## src/rtl/alu_result_tx.sv

```systemverilog
// rtl/alu_result_tx.sv - buffers ALU status words and sends them as framed serial bits
module alu_result_tx #(
    parameter int CLKS_PER_BIT = 4,
    parameter int FIFO_DEPTH   = 4
) (
    input  logic                          clk,
    input  logic                          rst_n,
    input  logic                          ena,
    input  logic                          in_valid,
    input  logic [7:0]                    in_data,
    output logic                          in_ready,
    output logic                          tx,
    output logic                          busy,
    output logic [$clog2(FIFO_DEPTH):0]   fifo_count,
    output logic                          drop_err
);

    localparam int ADDR_W = $clog2(FIFO_DEPTH);
    localparam int CNT_W  = ADDR_W + 1;
    localparam int BAUD_W = (CLKS_PER_BIT > 1) ? $clog2(CLKS_PER_BIT) : 1;

    localparam logic [BAUD_W-1:0] BAUD_LAST = BAUD_W'(CLKS_PER_BIT - 1);
    localparam logic [CNT_W-1:0]  DEPTH_C   = CNT_W'(FIFO_DEPTH);

    localparam logic [2:0] S_IDLE   = 3'd0;
    localparam logic [2:0] S_START  = 3'd1;
    localparam logic [2:0] S_DATA   = 3'd2;
    localparam logic [2:0] S_PARITY = 3'd3;
    localparam logic [2:0] S_STOP   = 3'd4;

    // FIFO storage and bookkeeping
    logic [7:0]        mem_q [FIFO_DEPTH];
    logic [ADDR_W-1:0] wr_ptr_q;
    logic [ADDR_W-1:0] rd_ptr_q;
    logic [CNT_W-1:0]  count_q;

    // Transmitter state
    logic [2:0]        state_q,  state_d;
    logic [BAUD_W-1:0] baud_q,   baud_d;
    logic [2:0]        bit_q,    bit_d;
    logic [7:0]        shift_q,  shift_d;
    logic              parity_q, parity_d;
    logic              tx_q,     tx_d;
    logic              busy_q,   busy_d;
    logic              drop_q;

    logic       push;
    logic       pop;
    logic       can_start;
    logic       baud_done;
    logic [7:0] head;

    // in_ready is forced low while reset is held since count is meaningless then
    assign in_ready  = rst_n && ena && (count_q < DEPTH_C);
    assign push      = in_valid && in_ready;
    assign can_start = (count_q != '0) && ena;
    assign baud_done = (baud_q == '0);
    assign head      = mem_q[rd_ptr_q];

    assign tx         = tx_q;
    assign busy       = busy_q;
    assign fifo_count = count_q;
    assign drop_err   = drop_q;

    // FIFO data array; contents need no reset because count gates every read
    always_ff @(posedge clk) begin
        if (push) begin
            mem_q[wr_ptr_q] <= in_data;
        end
    end

    // FIFO pointers, occupancy and sticky drop flag
    always_ff @(posedge clk or negedge rst_n) begin
        if (!rst_n) begin
            wr_ptr_q <= '0;
            rd_ptr_q <= '0;
            count_q  <= '0;
            drop_q   <= 1'b0;
        end else begin
            if (push) begin
                wr_ptr_q <= wr_ptr_q + ADDR_W'(1);
            end
            if (pop) begin
                rd_ptr_q <= rd_ptr_q + ADDR_W'(1);
            end
            case ({push, pop})
                2'b10:   count_q <= count_q + CNT_W'(1);
                2'b01:   count_q <= count_q - CNT_W'(1);
                default: count_q <= count_q;
            endcase
            if (in_valid && !in_ready) begin
                drop_q <= 1'b1;
            end
        end
    end

    // Frame sequencer: start, 8 data bits LSB first, even parity, stop
    always_comb begin
        state_d  = state_q;
        baud_d   = baud_q;
        bit_d    = bit_q;
        shift_d  = shift_q;
        parity_d = parity_q;
        tx_d     = tx_q;
        pop      = 1'b0;

        case (state_q)
            S_IDLE: begin
                tx_d = 1'b1;
                if (can_start) begin
                    pop = 1'b1;
                end
            end
            S_START: begin
                if (baud_done) begin
                    state_d = S_DATA;
                    tx_d    = shift_q[0];
                    baud_d  = BAUD_LAST;
                    bit_d   = 3'd0;
                end else begin
                    baud_d = baud_q - BAUD_W'(1);
                end
            end
            S_DATA: begin
                if (baud_done) begin
                    baud_d = BAUD_LAST;
                    if (bit_q == 3'd7) begin
                        state_d = S_PARITY;
                        tx_d    = parity_q;
                    end else begin
                        shift_d = {1'b0, shift_q[7:1]};
                        tx_d    = shift_q[1];
                        bit_d   = bit_q + 3'd1;
                    end
                end else begin
                    baud_d = baud_q - BAUD_W'(1);
                end
            end
            S_PARITY: begin
                if (baud_done) begin
                    state_d = S_STOP;
                    tx_d    = 1'b1;
                    baud_d  = BAUD_LAST;
                end else begin
                    baud_d = baud_q - BAUD_W'(1);
                end
            end
            S_STOP: begin
                if (baud_done) begin
                    if (can_start) begin
                        pop = 1'b1;
                    end else begin
                        state_d = S_IDLE;
                        tx_d    = 1'b1;
                    end
                end else begin
                    baud_d = baud_q - BAUD_W'(1);
                end
            end
            default: begin
                state_d = S_IDLE;
                tx_d    = 1'b1;
            end
        endcase

        // Popping the head always launches a new frame with its start bit
        if (pop) begin
            state_d  = S_START;
            shift_d  = head;
            parity_d = ^head;
            tx_d     = 1'b0;
            baud_d   = BAUD_LAST;
            bit_d    = 3'd0;
        end

        busy_d = (state_d != S_IDLE);
    end

    // Transmitter registers; reset returns the line to idle-high immediately
    always_ff @(posedge clk or negedge rst_n) begin
        if (!rst_n) begin
            state_q  <= S_IDLE;
            baud_q   <= '0;
            bit_q    <= 3'd0;
            shift_q  <= 8'd0;
            parity_q <= 1'b0;
            tx_q     <= 1'b1;
            busy_q   <= 1'b0;
        end else begin
            state_q  <= state_d;
            baud_q   <= baud_d;
            bit_q    <= bit_d;
            shift_q  <= shift_d;
            parity_q <= parity_d;
            tx_q     <= tx_d;
            busy_q   <= busy_d;
        end
    end

endmodule

```

## config.mk

```make
export PLATFORM = sky130hd
export DESIGN_NAME = alu_result_tx
export DESIGN_NICKNAME = d
export VERILOG_FILES = /design/src/rtl/alu_result_tx.sv
export SDC_FILE = /design/constraint.sdc
export NUM_CORES = 1
export LEC_CHECK = 0
export ABC_CLOCK_PERIOD_IN_PS = 3600
export BUFFER_PORTS_ARGS = -buffer_cell sky130_fd_sc_hd__buf_4
export CAP_MARGIN = 25
export CORE_MARGIN = 3
export CORE_UTILIZATION = 64
export DETAILED_ROUTE_END_ITERATION = 8
export PLACE_DENSITY = 0.95
export SKIP_LAST_GASP = 1
export SYNTH_ARGS = -nofsm -noshare
export SYNTH_HDL_FRONTEND = slang
export SYNTH_SLANG_ARGS = --single-unit
```

## constraint.sdc

```tcl
create_clock -name clk -period 3.6 [get_ports clk]
set_input_delay 0.72 -clock clk [delete_from_list [all_inputs] [get_ports clk]]
set_output_delay 0.72 -clock clk [all_outputs]
set_load 0.1 [all_outputs]
```

After elaboration in Yosys (flattened, before gate mapping)
Memory sizes are Yosys's and may differ from the RTL's.
Index checks and enable logic that the tools add are counted.
Widths: inputs -> output; s select.
{"block": "classes", "addsub": 6, "magnitude_cmp": 1, "eq_ne": 15, "mux": 35, "reduce_logical": 21}
{"op": "$mux 3", "count": 11}
{"op": "$mux 8", "count": 4}
{"op": "$ne 3x3->1 const B", "count": 7}
{"op": "$pmux 3 s5", "count": 1}
{"op": "$pmux 3 s2", "count": 2}
{"op": "$reduce_bool 3->1", "count": 4}
{"op": "$mux 1", "count": 11}
{"op": "$reduce_xor 8->1", "count": 1}
{"op": "$add 3x1->3 const B", "count": 2}
{"op": "$eq 3x2->1 const B", "count": 2}
{"op": "$eq 3x3->1 const B", "count": 2}
{"op": "$mux 2", "count": 3}
{"op": "$reduce_bool 2->1", "count": 3}
{"op": "$logic_and 1x1->1", "count": 5}
{"op": "$reduce_and 5->1", "count": 1}
{"op": "$add 2x1->2 const B", "count": 2}
{"op": "$pmux 1 s4", "count": 1}
{"op": "$pmux 2 s2", "count": 1}
{"op": "$reduce_and 4->1", "count": 1}
{"op": "$eq 3x1->1 const B", "count": 1}
{"op": "$logic_not 3->1", "count": 1}
{"op": "$lt 3x3->1 const B", "count": 1}
{"op": "$reduce_and 3->1", "count": 1}
{"op": "$reduce_or 3->1", "count": 1}
{"op": "other kinds (9)", "count": 9}
{"block": "word_totals", "register_bits": 27, "ram_bits": 32, "word_cells": 90, "mem_count": 1}
{"memory": "mem_q", "words": 4, "width": 8, "rd": 1, "rd_clocked_by_memory_dff": 0, "wr": 1, "line": "32", "text": "logic [7:0] mem_q [FIFO_DEPTH];"}

Logic depth before layout (Yosys ltp)
{"block": "depth", "word_depth": 7, "ltp_mapped": 12, "ltp_nobuf": 11}

Worst setup path after synthesis
No wires, ideal clock.
{"block": "synth_timing", "kind": "flip-flop to flip-flop", "start": "register count_q[2], in the netlist fifo_count[2]", "end": "register count_q[2], in the netlist fifo_count[2]", "t_arrival_ns": 3.533, "slack_ns": -0.098, "path_stages_with_launch": 9, "path_cell_list": "dfrtp_1 -> nor2_1 -> nand2_1 -> ha_1 -> inv_1 -> fa_1 -> xor2_1 -> nor2_1 -> xor2_1"}
{"block": "synth_between", "elab_cells_between_ends": 14, "cone_classes": "add/sub: 2; order compare: 1; eq/ne: 2; mux: 4; reduce/logical: 5"}
{"item": "start: declaration", "line": "35", "text": "logic [CNT_W-1:0] count_q;"}
{"item": "start signal: assignment", "line": "87", "text": "2'b10: count_q <= count_q + CNT_W'(1);"}
{"item": "start signal: assignment", "line": "88", "text": "2'b01: count_q <= count_q - CNT_W'(1);"}
{"item": "start signal: assignment", "line": "89", "text": "default: count_q <= count_q;"}
{"item": "$lt 3x3->1 (*)", "line": "54", "text": "assign in_ready = rst_n && ena && (count_q < DEPTH_C);"}
{"item": "$logic_and 1x1->1 (*)", "line": "54"}
{"item": "net in_ready", "line": "11", "text": "output logic in_ready,"}
{"item": "$logic_and 1x1->1 (*)", "line": "55", "text": "assign push = in_valid && in_ready;"}
{"item": "$eq 2x1->1 or $eq 2x2->1 (tied branches)", "line": "86", "text": "case ({push, pop})"}
{"item": "$pmux 3 s2 or $reduce_bool 2->1 (tied branches)"}
Mark *: on every way through the listed nets, which the timed path passes. The rest lies on a longest branch.
A chain may end at the register's enable or synchronous reset.

Final worst setup path
{"block": "layout_timing", "start": "register baud_q[0]", "end": "register count_q[2], in the netlist fifo_count[2]"}
{"block": "layout_between", "elab_chain_len": 5, "elab_cells_between_ends": 7, "cone_classes": "eq/ne: 2; mux: 3; reduce/logical: 2"}
{"item": "start: declaration", "line": "39", "text": "logic [BAUD_W-1:0] baud_q, baud_d;"}
{"item": "start signal: assignment", "line": "191", "text": "baud_q <= baud_d;"}
{"item": "$logic_not 2->1 (*)", "line": "57", "text": "assign baud_done = (baud_q == '0);"}
{"item": "$mux 1 (*)", "line": "149", "text": "if (baud_done) begin"}
{"item": "$pmux 1 s2 (*)", "line": "107", "text": "case (state_q)"}
{"item": "$eq 2x1->1 or $eq 2x2->1 (tied branches)", "line": "86"}
{"item": "$pmux 3 s2 or $reduce_bool 2->1 (tied branches)"}
Mark *: on every way between the ends. The rest lies on a longest branch, timed or not.

==> flow_metrics.py <==
metrics = {
    "cts": {
        "htreeDepth": 3,
        "ctsHoldBuffers": 0,
        "cts.clk_slew.worst_paths_ps": 70,
        "cts_tree": "built",
        "insertion_delay_ps": 330,
        "cts_buffers": 9,
        "clock_path_buffers": 2,
        "root_buffer": "clkbuf_8",
        "cts_sinks": 59,
        "post_cts_resized": 0,
        "post_cts_buffers": 0,
    },
    "routing": {
        "num_vias": 1554,
        "routed_via_density": 5.89,
        "drcViolationCount": 0,
        "routed_wirelength_mm": 5.06,
        "drt-initial-drc-count": 113,
        "dr.pass1.iters": 4,
        "wire_per_inst_um": 19.2,
        "ant_nets": 0,
    },
    "yosys": {
        "synth_top_family_by_area": "multiplexers",
        "synth_edf_count": 32,
        "synth-compound-area-share_pct": 4.99,
        "synth-simple-area-share_pct": 7.51,
        "synth_nets": 207,
        "avgSynthCellArea_um2": 14.7,
        "synth_most_common_cell": "edfxtp_1",
        "ys.flop_type": "edfxtp_1",
        "ys_async_sr_fraction_pct": 45.8,
        "ys_types": 41,
        "synth_adder_area_share_pct": 4.40,
        "syn_inst": 186,
        "yosysWarnings": 0,
        "syn-cell-area_um2": 2730,
        "synth_top_area_share_pct": 35.2,
        "synth_mux_area_share_pct": 15.1,
        "synth-xor-area-share_pct": 4.81,
        "synth_largest_area_cell": "edfxtp_1",
        "ys_top_cells_by_area": "edfxtp_1 35%, dfrtp_1 24%, mux4_2 6.6%, mux2_4 4.4%, mux2_2 3.7%",
        "ys_seq_area_share_pct": 60.0,
        "yosys_register_bits": 59,
        "synth_common_cells": "32 x edfxtp_1, 26 x dfrtp_1, 14 x nor2_1",
    },
    "power": {
        "p_sw_w": 0.00110,
        "vdd_ir_drop_max_mv": 0.567,
        "p_int_w": 0.00191,
        "pwr-share-comb_pct": 38.8,
        "seq_power_share_pct": 35.4,
        "leakage_nw": 1.30,
        "clkPwrFrac_pct": 25.8,
        "p_per_area_nw_per_um2": 956,
        "swShare_pct": 36.4,
    },
    "floorplanning": {
        "core_area_um2": 4060,
        "ioPinCount": 19,
        "rows": 23,
        "start_util_pct": 67.3,
        "fp.dieH_um": 71.3,
        "die-area_um2": 5090,
        "die_w_um": 71.3,
    },
    "sta": {
        "maxSlewViolCount": 0,
        "fmax_mhz": 393,
        "slew_headroom_pct": 58.2,
        "setup_viol": 0,
        "period_share_pct": 70.7,
        "skew_ps": 5.77,
        "setup_ws_ps": 1050,
        "period_minus_slack_ps": 2550,
        "hold_viol": 0,
        "tns_ps": 0,
        "grt_setup_unrepaired": "no",
        "worst_pin_slew_ps": 627,
    },
    "critical_path": {
        "r2r_cells": 11,
        "critical_path_class": "reg2reg",
        "slowest_stage": "fa_1",
        "crit_fanout": 13,
        "required_ps": 3820,
        "critical-path-top-delay-family": "adder cells",
        "arrival_ps": 2760,
        "cp_num_cells": 11,
        "critPathLaunchType": "register",
        "slowest_delay_ps": 400,
        "cp_num_buf_inv": 3,
        "path_cells": "inv_1 > ha_1 > nand2b_1 > nand2_4 > inv_4 > ha_1 > inv_1 > fa_1 > xor2_1 > nor2_1 > xor2_1",
        "cp-end-kind": "register",
    },
    "global_routing": {
        "antenna_found_initial": 0,
        "grt_pass1_vias": 1711,
        "grt_overflow": 0,
        "grt_usage_pct": 23.1,
        "grt_max_degree": 28,
        "grt_pass1_wl_mm": 8.48,
    },
    "placement": {
        "dp.final_hpwl_mm": 3.33,
        "io_buffers": 18,
        "place_congestion": 0.823,
        "postPlaceCellArea_um2": 2890,
        "dp.cells": 248,
        "pre_cts_slack_ps": 893,
    },
    "layout": {
        "fin_util_pct": 77.6,
        "drive_gt1_share_pct": 30.4,
        "final_cells": 264,
        "n_fill_cell": 220,
        "design_area_um2": 3150,
        "syn_to_final_growth_pct": 15.3,
        "nNetsFinal": 230,
        "antennaDiodeCount": 0,
    },
    "status": {
        "outcome": "complete, no violations",
    },
    "hold_path": {
        "hold_class": "in2async",
    },
    "run": {
        "maxCapViolCount": 0,
    },
}
flip-flops by register name, indices dropped and copies added (netlist names):
| name | cells |
|---|---|
| rd_ptr_q | 2 |
| mem_q | 32 |
| drop_err | 1 |
| shift_q | 8 |
| parity_q | 1 |
| bit_q | 3 |
| baud_q | 2 |
| state_q | 3 |
| fifo_count | 3 |
| tx | 1 |
| wr_ptr_q | 2 |
| busy | 1 |
layer usage:
metal / up-vias / share of wire (%) / routed length, um / global-route usage, %
met5: - / 0 / 0 / 0
met2: 42 / 53 / 2670 / 38.3
met4: 0 / 2.3 / 115 / 11.7
met1: 780 / 42 / 2120 / 27.5
met3: 12 / 3.1 / 156 / 6.73
li1: 720 / - / - / -
worst register-to-register path, stage by stage, from the launching register on:
cell and delay (ps):
dfrtp_1 390, inv_1 70, ha_1 350, nand2b_1 220
nand2_4 90, inv_4 170, ha_1 230, inv_1 70
fa_1 400, xor2_1 210, nor2_1 80, xor2_1 140
power by group through the flow:
stage	Clock, W	Combinational [W]	Sequential (W)
floorplan	0	0.000850	0.00116
global placement	0	0.00111	0.00106
detailed placement	0	0.00115	0.00107
CTS	0.000787	0.00118	0.00106
global route	0.000815	0.00126	0.00109
finish	0.000776	0.00117	0.00107
final timing paths:
kind	startpoint	to	slack (ps)
max in group asynchronous	rst_n	tx$_DFFE_PN1P_	2890
hold reg to reg	parity_q$_DFFE_PN0P_	parity_q$_DFFE_PN0P_	500
setup reg to reg	baud_q[0]$_DFFE_PN0P_	fifo_count[2]$_DFFE_PN0P_	1050
hold / removal	rst_n	baud_q[1]$_DFFE_PN0P_	410
min in group clk	parity_q$_DFFE_PN0P_	parity_q$_DFFE_PN0P_	500
setup / recovery	baud_q[0]$_DFFE_PN0P_	fifo_count[2]$_DFFE_PN0P_	1050
kinds of logic (layout without fill, tap and decap cells):
family                     count (synthesis)  count (layout)
xor gates and xnor gates                  15              15
buffers and inverters                     18              46
DFF                                       59              59
and+or+nand+nor                           40              40
AOI/OAI and AO/OA                         19              19
muxes                                     26              26
adders and majority gates                  9               9
layout make-up:
cell class / instances / area, um^2 / area share, %
Tap cell: 50 / 62.6 / 1.99
Inverter: 11 / 43.8 / 1.39
Sequential cell: 59 / 1640 / 52.0
Timing Repair Buffer: 19 / 143 / 4.53
Multi-Input combinational cell: 109 / 1010 / 32.0
Clock inverter: 6 / 128 / 4.05
Clock buffer: 10 / 128 / 4.05
placed cells by master (no fill, tap or decap), drive strengths merged:
master and count:
edfxtp 32, dfrtp 26, buf 19, mux2 17
nor2 15, xnor2 11, inv 11, nand2 11
clkbuf 10, mux4 8, ha 8, o21ai 6
and3 5, xor2 4, bufinv 4, nand3b 3
nor3 3, a21oi 2, a22oi 2, o21bai 2
clkinv 2, o31ai 2, nand2b 1, nor2b 1
a21o 1, a31o 1, or3 1, o2bb2ai 1
mux2i 1, a31oi 1, o22ai 1, fa 1
dfstp 1
metrics by stage:
| step | hold WS [ps] | power, W |
|---|---|---|
| 2_1_floorplan | 424 | 0.00201 |
| 3_3_place_gp | 469 | 0.00217 |
| 3_5_place_dp | 479 | 0.00222 |
| 4_1_cts | 403 | 0.00303 |
| 5_1_grt | 413 | 0.00316 |
| 6_report | 411 | 0.00301 |
Power figures use the tool's default switching activity.
